<file path="config.mk">
export PLATFORM = sky130hd
export DESIGN_NAME = instr_byte_tx_flat
export DESIGN_NICKNAME = d
export VERILOG_FILES = /design/src/rtl/cpu_if_pkg.sv /design/src/rtl/instr_byte_tx_if.sv /design/src/rtl/tx_phase_timer.sv /design/src/rtl/instr_byte_tx.sv /design/src/flat_wrapper.sv
export SDC_FILE = /design/constraint.sdc
export NUM_CORES = 1
export LEC_CHECK = 0
export CELL_PAD_IN_SITES_DETAIL_PLACEMENT = 1
export CELL_PAD_IN_SITES_GLOBAL_PLACEMENT = 1
export CORE_MARGIN = 4
export CORE_UTILIZATION = 30
export DETAILED_ROUTE_END_ITERATION = 8
export GPL_TIMING_DRIVEN = 0
export PLACE_DENSITY_LB_ADDON = 0.08
export REMOVE_ABC_BUFFERS = 1
export SYNTH_ARGS = -nofsm -noshare
export SYNTH_HDL_FRONTEND = slang
export SYNTH_SLANG_ARGS = --single-unit
</file>
<file path="constraint.sdc">
create_clock -name clk -period 1.4 [get_ports clk]
set_input_delay 0.21 -clock clk [delete_from_list [all_inputs] [get_ports clk]]
set_output_delay 0.21 -clock clk [all_outputs]
set_load 0.005 [all_outputs]
</file>
<file path="src/rtl/cpu_if_pkg.sv">
// Shared definitions for the CPU instruction-load byte link.
// Field widths, transmitter states and the word-to-byte split helpers.
package cpu_if_pkg;

    localparam int OPCODE_W = 4;
    localparam int INSTR_W  = 12;
    localparam int BYTE_W   = 8;

    typedef enum logic [2:0] {
        ST_IDLE,
        ST_SETUP0,
        ST_STROBE0,
        ST_GAP0,
        ST_SETUP1,
        ST_STROBE1,
        ST_GAP1
    } tx_state_t;

    // First byte carries the opcode in the low nibble and the
    // low nibble of the operand field in the high nibble.
    function automatic logic [BYTE_W-1:0] pack_byte0(
        input logic [OPCODE_W-1:0] opcode,
        input logic [3:0]          instr_lo
    );
        return {instr_lo, opcode};
    endfunction

    // Second byte carries operand bits [11:4].
    function automatic logic [BYTE_W-1:0] pack_byte1(
        input logic [INSTR_W-5:0] instr_hi
    );
        return instr_hi;
    endfunction

    function automatic int max3(input int a, input int b, input int c);
        int m;
        m = (a > b) ? a : b;
        return (m > c) ? m : c;
    endfunction

endpackage

</file>
<file path="src/rtl/instr_byte_tx_if.sv">
// Word handshake and byte-bus signals of the instruction transmitter.
// master: word producer / bus observer; slave: the transmitter.
interface instr_byte_tx_if;
    import cpu_if_pkg::*;

    logic                in_valid;
    logic                in_ready;
    logic [OPCODE_W-1:0] in_opcode;
    logic [INSTR_W-1:0]  in_instr;
    logic [BYTE_W-1:0]   tx_data;
    logic                tx_strobe;
    logic                busy;
    logic                done_pulse;

    modport master (
        output in_valid, in_opcode, in_instr,
        input  in_ready, tx_data, tx_strobe, busy, done_pulse
    );

    modport slave (
        input  in_valid, in_opcode, in_instr,
        output in_ready, tx_data, tx_strobe, busy, done_pulse
    );

endinterface

</file>
<file path="src/rtl/tx_phase_timer.sv">
// Loadable down-counter that times each transmitter phase.
// Ports: clk, rst (sync, high), load, load_val, zero (count == 0).
module tx_phase_timer #(
    parameter int W = 2
) (
    input  logic         clk,
    input  logic         rst,
    input  logic         load,
    input  logic [W-1:0] load_val,
    output logic         zero
);

    logic [W-1:0] cnt_q;
    logic [W-1:0] cnt_d;

    always_comb begin
        cnt_d = cnt_q;
        if (load) begin
            cnt_d = load_val;
        end else if (cnt_q != '0) begin
            cnt_d = cnt_q - 1'b1;
        end
    end

    always_ff @(posedge clk) begin
        if (rst) begin
            cnt_q <= '0;
        end else begin
            cnt_q <= cnt_d;
        end
    end

    assign zero = (cnt_q == '0);

endmodule

</file>
<file path="src/rtl/instr_byte_tx.sv">
// Sends one opcode/operand word as two strobed bytes to the CPU loader.
// Ports: clk, rst (sync, high), bus (slave: handshake in, byte bus out).
module instr_byte_tx
    import cpu_if_pkg::*;
#(
    parameter int SETUP_CYCLES = 2,
    parameter int HOLD_CYCLES  = 4,
    parameter int GAP_CYCLES   = 4
) (
    input  logic            clk,
    input  logic            rst,
    instr_byte_tx_if.slave  bus
);

    localparam int MAX_N = max3(SETUP_CYCLES, HOLD_CYCLES, GAP_CYCLES);
    localparam int CW    = (MAX_N > 1) ? $clog2(MAX_N) : 1;

    localparam logic [CW-1:0] SETUP_LD = CW'(SETUP_CYCLES - 1);
    localparam logic [CW-1:0] HOLD_LD  = CW'(HOLD_CYCLES - 1);
    localparam logic [CW-1:0] GAP_LD   = CW'(GAP_CYCLES - 1);

    // The receiver's 2-FF synchronizer needs a 3-cycle pulse and gap.
    if (HOLD_CYCLES < 3 || GAP_CYCLES < 3 || SETUP_CYCLES < 1) begin : g_bad_params
        $error("instr_byte_tx: illegal SETUP/HOLD/GAP_CYCLES");
    end

    tx_state_t         state_q, state_d;
    logic [BYTE_W-1:0] tx_data_q, tx_data_d;
    logic [BYTE_W-1:0] byte1_q, byte1_d;
    logic              strobe_q, strobe_d;
    logic              done_q, done_d;
    logic              ld;
    logic [CW-1:0]     ld_val;
    logic              tmr_zero;

    tx_phase_timer #(.W(CW)) u_timer (
        .clk      (clk),
        .rst      (rst),
        .load     (ld),
        .load_val (ld_val),
        .zero     (tmr_zero)
    );

    // Outputs are derived from the next state so every pad is a flop.
    always_comb begin
        state_d   = state_q;
        tx_data_d = tx_data_q;
        byte1_d   = byte1_q;
        done_d    = 1'b0;
        ld        = 1'b0;
        ld_val    = '0;
        unique case (state_q)
            ST_IDLE: begin
                if (bus.in_valid) begin
                    state_d   = ST_SETUP0;
                    ld        = 1'b1;
                    ld_val    = SETUP_LD;
                    tx_data_d = pack_byte0(bus.in_opcode, bus.in_instr[3:0]);
                    byte1_d   = pack_byte1(bus.in_instr[11:4]);
                end
            end
            ST_SETUP0: begin
                if (tmr_zero) begin
                    state_d = ST_STROBE0;
                    ld      = 1'b1;
                    ld_val  = HOLD_LD;
                end
            end
            ST_STROBE0: begin
                if (tmr_zero) begin
                    state_d = ST_GAP0;
                    ld      = 1'b1;
                    ld_val  = GAP_LD;
                end
            end
            ST_GAP0: begin
                if (tmr_zero) begin
                    state_d   = ST_SETUP1;
                    ld        = 1'b1;
                    ld_val    = SETUP_LD;
                    tx_data_d = byte1_q;
                end
            end
            ST_SETUP1: begin
                if (tmr_zero) begin
                    state_d = ST_STROBE1;
                    ld      = 1'b1;
                    ld_val  = HOLD_LD;
                end
            end
            ST_STROBE1: begin
                if (tmr_zero) begin
                    state_d = ST_GAP1;
                    ld      = 1'b1;
                    ld_val  = GAP_LD;
                end
            end
            ST_GAP1: begin
                if (tmr_zero) begin
                    state_d = ST_IDLE;
                    done_d  = 1'b1;
                end
            end
            default: begin
                state_d = ST_IDLE;
            end
        endcase
        strobe_d = (state_d == ST_STROBE0) || (state_d == ST_STROBE1);
    end

    always_ff @(posedge clk) begin
        if (rst) begin
            state_q   <= ST_IDLE;
            tx_data_q <= '0;
            byte1_q   <= '0;
            strobe_q  <= 1'b0;
            done_q    <= 1'b0;
        end else begin
            state_q   <= state_d;
            tx_data_q <= tx_data_d;
            byte1_q   <= byte1_d;
            strobe_q  <= strobe_d;
            done_q    <= done_d;
        end
    end

    assign bus.in_ready   = (state_q == ST_IDLE);
    assign bus.busy       = (state_q != ST_IDLE);
    assign bus.tx_data    = tx_data_q;
    assign bus.tx_strobe  = strobe_q;
    assign bus.done_pulse = done_q;

endmodule
</file>
<file path="src/flat_wrapper.sv">
// flat-port wrapper written by rule: the top's interface ports become plain ports
module instr_byte_tx_flat import cpu_if_pkg::*;
#(
    parameter int SETUP_CYCLES = 2,
    parameter int HOLD_CYCLES  = 4,
    parameter int GAP_CYCLES   = 4
)
  (clk, rst, bus_in_valid, bus_in_opcode, bus_in_instr, bus_in_ready, bus_tx_data, bus_tx_strobe, bus_busy, bus_done_pulse);
  instr_byte_tx_if bus_i ();
  input  logic clk;
  input  logic rst;
  input wire logic [$bits(bus_i.in_valid)-1:0] bus_in_valid;
  input wire logic [$bits(bus_i.in_opcode)-1:0] bus_in_opcode;
  input wire logic [$bits(bus_i.in_instr)-1:0] bus_in_instr;
  output wire logic [$bits(bus_i.in_ready)-1:0] bus_in_ready;
  output wire logic [$bits(bus_i.tx_data)-1:0] bus_tx_data;
  output wire logic [$bits(bus_i.tx_strobe)-1:0] bus_tx_strobe;
  output wire logic [$bits(bus_i.busy)-1:0] bus_busy;
  output wire logic [$bits(bus_i.done_pulse)-1:0] bus_done_pulse;
  assign bus_i.in_valid = bus_in_valid;
  assign bus_i.in_opcode = bus_in_opcode;
  assign bus_i.in_instr = bus_in_instr;
  assign bus_in_ready = bus_i.in_ready;
  assign bus_tx_data = bus_i.tx_data;
  assign bus_tx_strobe = bus_i.tx_strobe;
  assign bus_busy = bus_i.busy;
  assign bus_done_pulse = bus_i.done_pulse;
  instr_byte_tx #(.SETUP_CYCLES(SETUP_CYCLES), .HOLD_CYCLES(HOLD_CYCLES), .GAP_CYCLES(GAP_CYCLES)) u_core (.clk(clk), .rst(rst), .bus(bus_i));
endmodule
</file>
Yosys cells after proc, flatten, opt, wreduce, memory -nomap -nowiden
Index checks and enable logic that the tools add are counted.
{ "totals": {"regBits": 23, "output_inout_bits": 12, "n_memories": 0, "word_cells": 50, "ramBits": 0, "latchBits": 0, "romBits": 0, "input_bits": 19} }
{ "op_classes": {"n_bitwise": 1, "n_reduce_logical": 12, "mux": 20, "multipliers": 0, "magnitude_cmp": 0, "n_shift": 0, "div": 0, "eq_ne": 10, "n_addsub": 1} }
{ "ops": {"columns": ["cell", "count"], "rows": [
  ["3-bit two-way mux", 7],
  ["3-bit case mux with 7 select lines", 1],
  ["8-bit two-way mux", 2],
  ["8-bit case mux with 2 select lines", 1],
  ["3-bit equality test, second input constant", 4],
  ["3-bit by 2-bit equality test with 1-bit output, second input constant", 3],
  ["2-bit two-way mux", 3],
  ["2-bit case mux with 3 select lines", 1],
  ["2-bit nonzero test", 3],
  ["5-bit OR reduction", 1],
  ["1-bit two-way mux", 4],
  ["4-bit OR reduction", 1],
  ["3-bit by 1-bit equality test with 1-bit output, second input constant", 1],
  ["3-bit zero test", 1],
  ["3-bit AND reduction", 1],
  ["3-bit nonzero test", 1],
  ["2-bit zero test", 1],
  ["2-bit by 1-bit inequality test with 1-bit output, second input constant", 1],
  ["2-bit inequality test, second input constant", 1],
  ["1-bit case mux with 2 select lines", 1],
  ["2-bit AND reduction", 1],
  ["2-bit OR reduction", 1],
  ["2-bit by 1-bit subtractor with 2-bit output, second input constant", 1],
  ["1-bit logical OR", 1],
  ["1-bit inverter", 1]
]} }

Depth between registers and ports, before layout
{ "logic_depth": {"depth_word": 5, "depth_mapped": 7} }

By module
From an unflattened synthesis, not the netlist that was laid out.
{ "unflattened": {"cells_unflattened": 123, "area_unflattened_um2": 1153.6} }
{ "by_module_without_submodules": {"columns": ["module", "cells_per_inst", "seq_area_each_um2", "area_per_inst_um2", "n_inst"], "rows": [
  ["instr_byte_tx", 111, 420.4, 1032.2, 1],
  ["tx_phase_timer", 12, 40.0, 121.4, 1]
]} }

Worst setup path after synthesis
OpenSTA, ideal clock, no wires.
{ "synth_timing": {"kind": "register to register", "from": "register u_core.state_q[1]", "to": "register u_core.tx_data_q[4], in the netlist u_core.bus.tx_data[4]", "setup_ns": 0.079, "required_time_ns": 1.321, "path_buffers": 2, "arrival_time_ns": 1.442, "path_stages_with_launch": 7, "setup_slack_ns": -0.122, "cell_sequence": "dfxtp_1 or4b_1 buf_6 o21ai_4 buf_6 nor2_2 a211oi_2"} }
{ "synth_between": {"elab_chain_len": 3} }
{ "synth_rtl": {"columns": ["item", "line_no", "source"], "rows": [
  ["start, declared", "instr_byte_tx.sv:27", "tx_state_t state_q, state_d;"],
  ["start signal, assigned", "instr_byte_tx.sv:119", "state_q <= state_d;"],
  ["3-bit by 2-bit equality test with 1-bit output or 3-bit zero test (tied branches)", "instr_byte_tx.sv:52", "unique case (state_q)"],
  ["2-bit by 1-bit inequality test with 1-bit output (no source line) (tied with other cells)", null, null],
  ["3-bit AND reduction (no source line)", null, null],
  ["end signal, assigned", "instr_byte_tx.sv:120", "tx_data_q <= tx_data_d;"],
  ["end, declared", "instr_byte_tx.sv:28", "logic [BYTE_W-1:0] tx_data_q, tx_data_d;"]
]} }
Several ways; a longest one is shown, not always the timed one.
A chain may end at the register's enable or synchronous reset.

Worst setup path in the final report
{ "layout_timing": {"from": "register u_core.state_q[1]", "to": "register u_core.u_timer.cnt_q[1]"} }
{ "layout_between": {"elab_chain_len": 4} }
{ "layout_rtl": {"columns": ["item", "line_no", "source"], "rows": [
  ["3-bit by 1-bit equality test with 1-bit output (tied with other cells)", "instr_byte_tx.sv:52", null],
  ["4-bit OR reduction (no source line) or 5-bit OR reduction (tied branches)", null, null],
  ["2-bit case mux with 3 select lines or 1-bit case mux with 2 select lines (tied branches)", "instr_byte_tx.sv:52", null],
  ["2-bit two-way mux or 2-bit nonzero test (tied branches)", null, null],
  ["end signal, assigned", "tx_phase_timer.sv:29", "cnt_q <= cnt_d;"],
  ["end, declared", "tx_phase_timer.sv:13", "logic [W-1:0] cnt_q;"]
]} }
Several ways; a longest one is shown, not always the timed one.

==> impl_metrics.yaml <==
drt:
  wl_per_cell_um: 16.47
  drt.antenna.violating_nets: 0
  num_vias: 1104
  wirelength_mm: 3.705
  drc_errors: 0
  drt-initial-drc-count: 19
  drt-vias-per-instance: 4.907
  dr.pass1.iters: 4
die:
  die_h_um: 67.23
  io_pins: 31
  die_area_um2: 4519
  initial_core_util: 0.3129
  core_area_um2: 3363
  die_w_um: 67.23
  rows: 21
placement:
  port_buffers: 30
  placed_area_um2: 1359
  dp_slack_ps: -779.4
  dp_hpwl_mm: 1.861
  gp_congestion: 0.7001
timing:
  tns_ps: -1138
  setup_viol: 14
  post-route-min-period_ps: 1539
  finClkSkew_ps: 3.855
  hold_violations: 0
  grt_setup_unrepaired: "true"
  fmax_ghz: 0.6496
  setup_slack_ps: -139.4
  worst_slew_pin_slew_ps: 952.7
  slew_headroom: 0.3648
  post-route-period-util: 1.100
  drv_slew: 0
final_layout:
  fin_nets: 200
  nFillCells: 394
  drive_gt1_frac: 0.4469
  area_delta_synth_final_pct: 73.60
  antenna_cells: 0
  final_area_um2: 1827
clock_network:
  insertion_delay_ps: 310
  tritoncts: "yes"
  htree_levels: 1
  clock_sinks: 23
  numCtsBuffers: 3
  clkSlewWorstSetupHoldPaths_ps: 130
  root_buffer: "clkbuf_4"
  clk_path_buf_depth: 2
power:
  p_total_mw: 3.595
  vdd_drop_max_uv: 828.4
  p_switching_mw: 1.389
  cell_internal_pwr_mw: 2.205
  pwr_density_cell_nw_per_um2: 1968
  pwr-share-clk: 0.088
  p_leak_nw: 0.8309
  swShare: 0.3865
  pwr-share-comb: 0.637
  p_seq_frac: 0.275
grt:
  antenna_found_initial: 0
  overflow: 0
  grt_max_degree: 24
  grt.total_usage: 0.1577
  grt_pass1_vias: 1138
  grt_pass1_wl_mm: 5.471
critical_path:
  cp_slowest_stage_delay_ps: 390
  crit_path_cell_trace: "buf_6 > buf_4 > buf_4 > nand2_4 > o21ai_4 > buf_4 > a2111oi_2"
  cp.arrival_ps: 1750
  path_common_cell: "buf_4"
  crit_path_top_delay_cell: "dfxtp_4"
  cp-start-kind: "flip-flop"
  worstSetupPathType: "flip-flop to flip-flop"
  endpoint_kind: "flip-flop"
  path_max_fanout: 5
  required_ps: 1610
flow_run:
  drv_cap: 0
logic_synthesis:
  syn_inst: 121
  ys.flop_type: "dfxtp_1"
  syn_area_um2: 1052
  synth_seq_area_share: 0.4376
  ys_ff_latch: 23
  synth-edff-count: 0
  yosys_warnings: 0
  synthArstFlopShare: 0
  syn_avg_cell_area_um2: 8.696
  synth.distinct_cells: 30
min_path:
  hp-class: "primary input to flip-flop"
outcome:
  status: "complete, but fails checks"
  failed_checks: "setup timing"
## kinds of logic after synthesis
group	count (synthesis)	synth area share
compound gates	30	0.1998
xor+xnor	1	0.008325
fa+ha+maj	1	0.01189
buf+inv	13	0.06300
flops	23	0.4376
mux	8	0.07610
simple gates	45	0.2033
## Yosys cell counts, types with 2 or more instances
library cell | instances | area share
clkbuf_1 | 4 | 0.014
nor2_2 | 2 | 0.012
a21oi_1 | 13 | 0.062
a211oi_2 | 2 | 0.024
nor3_1 | 3 | 0.014
mux2i_1 | 8 | 0.076
a211oi_1 | 8 | 0.057
nor2_1 | 15 | 0.054
inv_1 | 4 | 0.014
nand2_1 | 17 | 0.061
o21ai_0 | 2 | 0.0095
dfxtp_1 | 23 | 0.44
nand2b_1 | 2 | 0.012
buf_6 | 2 | 0.021
## state kept, by name (all words and copies together) (netlist names)
signal / cells
u_core.bus.done_pulse: 1
u_core.bus.tx_data: 8
u_core.bus.tx_strobe: 1
u_core.byte1_q: 8
u_core.state_q: 3
u_core.u_timer.cnt_q: 2
## layer usage
metal / wire length (um) / vias up / track usage / share of wire
li1: - / 537 / - / -
met1: 1533 / 537 / 0.1966 / 0.41
met2: 1975 / 25 / 0.2798 / 0.53
met3: 166 / 5 / 0.02829 / 0.045
met4: 29 / 0 / 0.03797 / 0.0078
met5: 0 / - / 0 / 0
## worst paths after layout
kind,startpoint,endpoint,slack [ps],cells past startpoint
setup / recovery,u_core.state_q[1],u_core.u_timer.cnt_q[1],-140,7
hold / removal,bus_in_instr[10],u_core.byte1_q[6],430,3
setup reg to reg,u_core.state_q[1],u_core.u_timer.cnt_q[1],-140,7
hold reg to reg,u_core.byte1_q[7],u_core.byte1_q[7],470,2
## worst max-delay path: cells and delay by family (launching register included)
| kind | cells | cell delay [ps] |
|---|---|---|
| simple gates | 1 | 100 |
| flops | 1 | 390 |
| compound gates | 2 | 380 |
| buf+inv | 4 | 560 |
## power by group through the flow
stage | Clock (mW) | Sequential (mW) | Combinational (mW)
floorplan | 0 | 0.985 | 0.678
global placement | 0 | 0.999 | 1.12
detailed placement | 0 | 1.01 | 1.16
CTS | 0.325 | 0.965 | 1.68
global route | 0.358 | 1.02 | 2.47
finish | 0.317 | 0.989 | 2.29
## per-stage QoR
| stage | cells | utilization | hold WS, ps |
|---|---|---|---|
| after floorplan | 112 | - | 274.6 |
| after global placement | 188 | 0.4040 | 442.7 |
| after detailed placement | 188 | 0.4040 | 452.9 |
| after CTS | 212 | 0.4829 | 426.6 |
| after global routing | 225 | 0.5432 | 434.8 |
| final | 225 | 0.5432 | 430.1 |
## final cells by class
| type | instances | area, um2 | area share |
|---|---|---|---|
| multi-input combinational | 85 | 660.6 | 0.3616 |
| clock buffer | 3 | 22.52 | 0.01233 |
| clock inverter | 1 | 5.005 | 0.002740 |
| timing repair buffer | 63 | 579.3 | 0.3171 |
| sequential | 23 | 483.0 | 0.2644 |
| tap | 46 | 57.56 | 0.03151 |
| inverter | 4 | 18.77 | 0.01027 |
## cell usage in the layout (no fill, tap or decap), types with 2 or more instances in the layout
cell type,synthesis,routed
buf_4,0,25
nor2_2,2,5
inv_2,0,3
a211oi_2,2,2
nand2_2,0,2
clkdlybuf4s50_1,0,22
a211oi_1,8,8
o21ai_0,2,2
dfxtp_4,0,3
dfxtp_2,0,9
nor2_1,15,12
dlymetal6s2s_1,0,5
clkbuf_2,1,2
dfxtp_1,23,11
a21oi_4,0,2
nor3_4,0,2
buf_6,2,8
mux2i_1,8,8
nand2_1,17,14
a21oi_1,13,11
clkbuf_4,0,3
## what timing repair did
item / in CTS / in global routing
buffers inserted: 19 / 14
endpoints found under the setup margin: 24 / 31
gates cloned: 1 / 0
pin swaps: 10 / 12
hold buffers: 0 / 0
endpoints found under the hold margin: 0 / 0
resized for setup: 30 / 39
No activity file was read; power rests on OpenSTA's default activity.
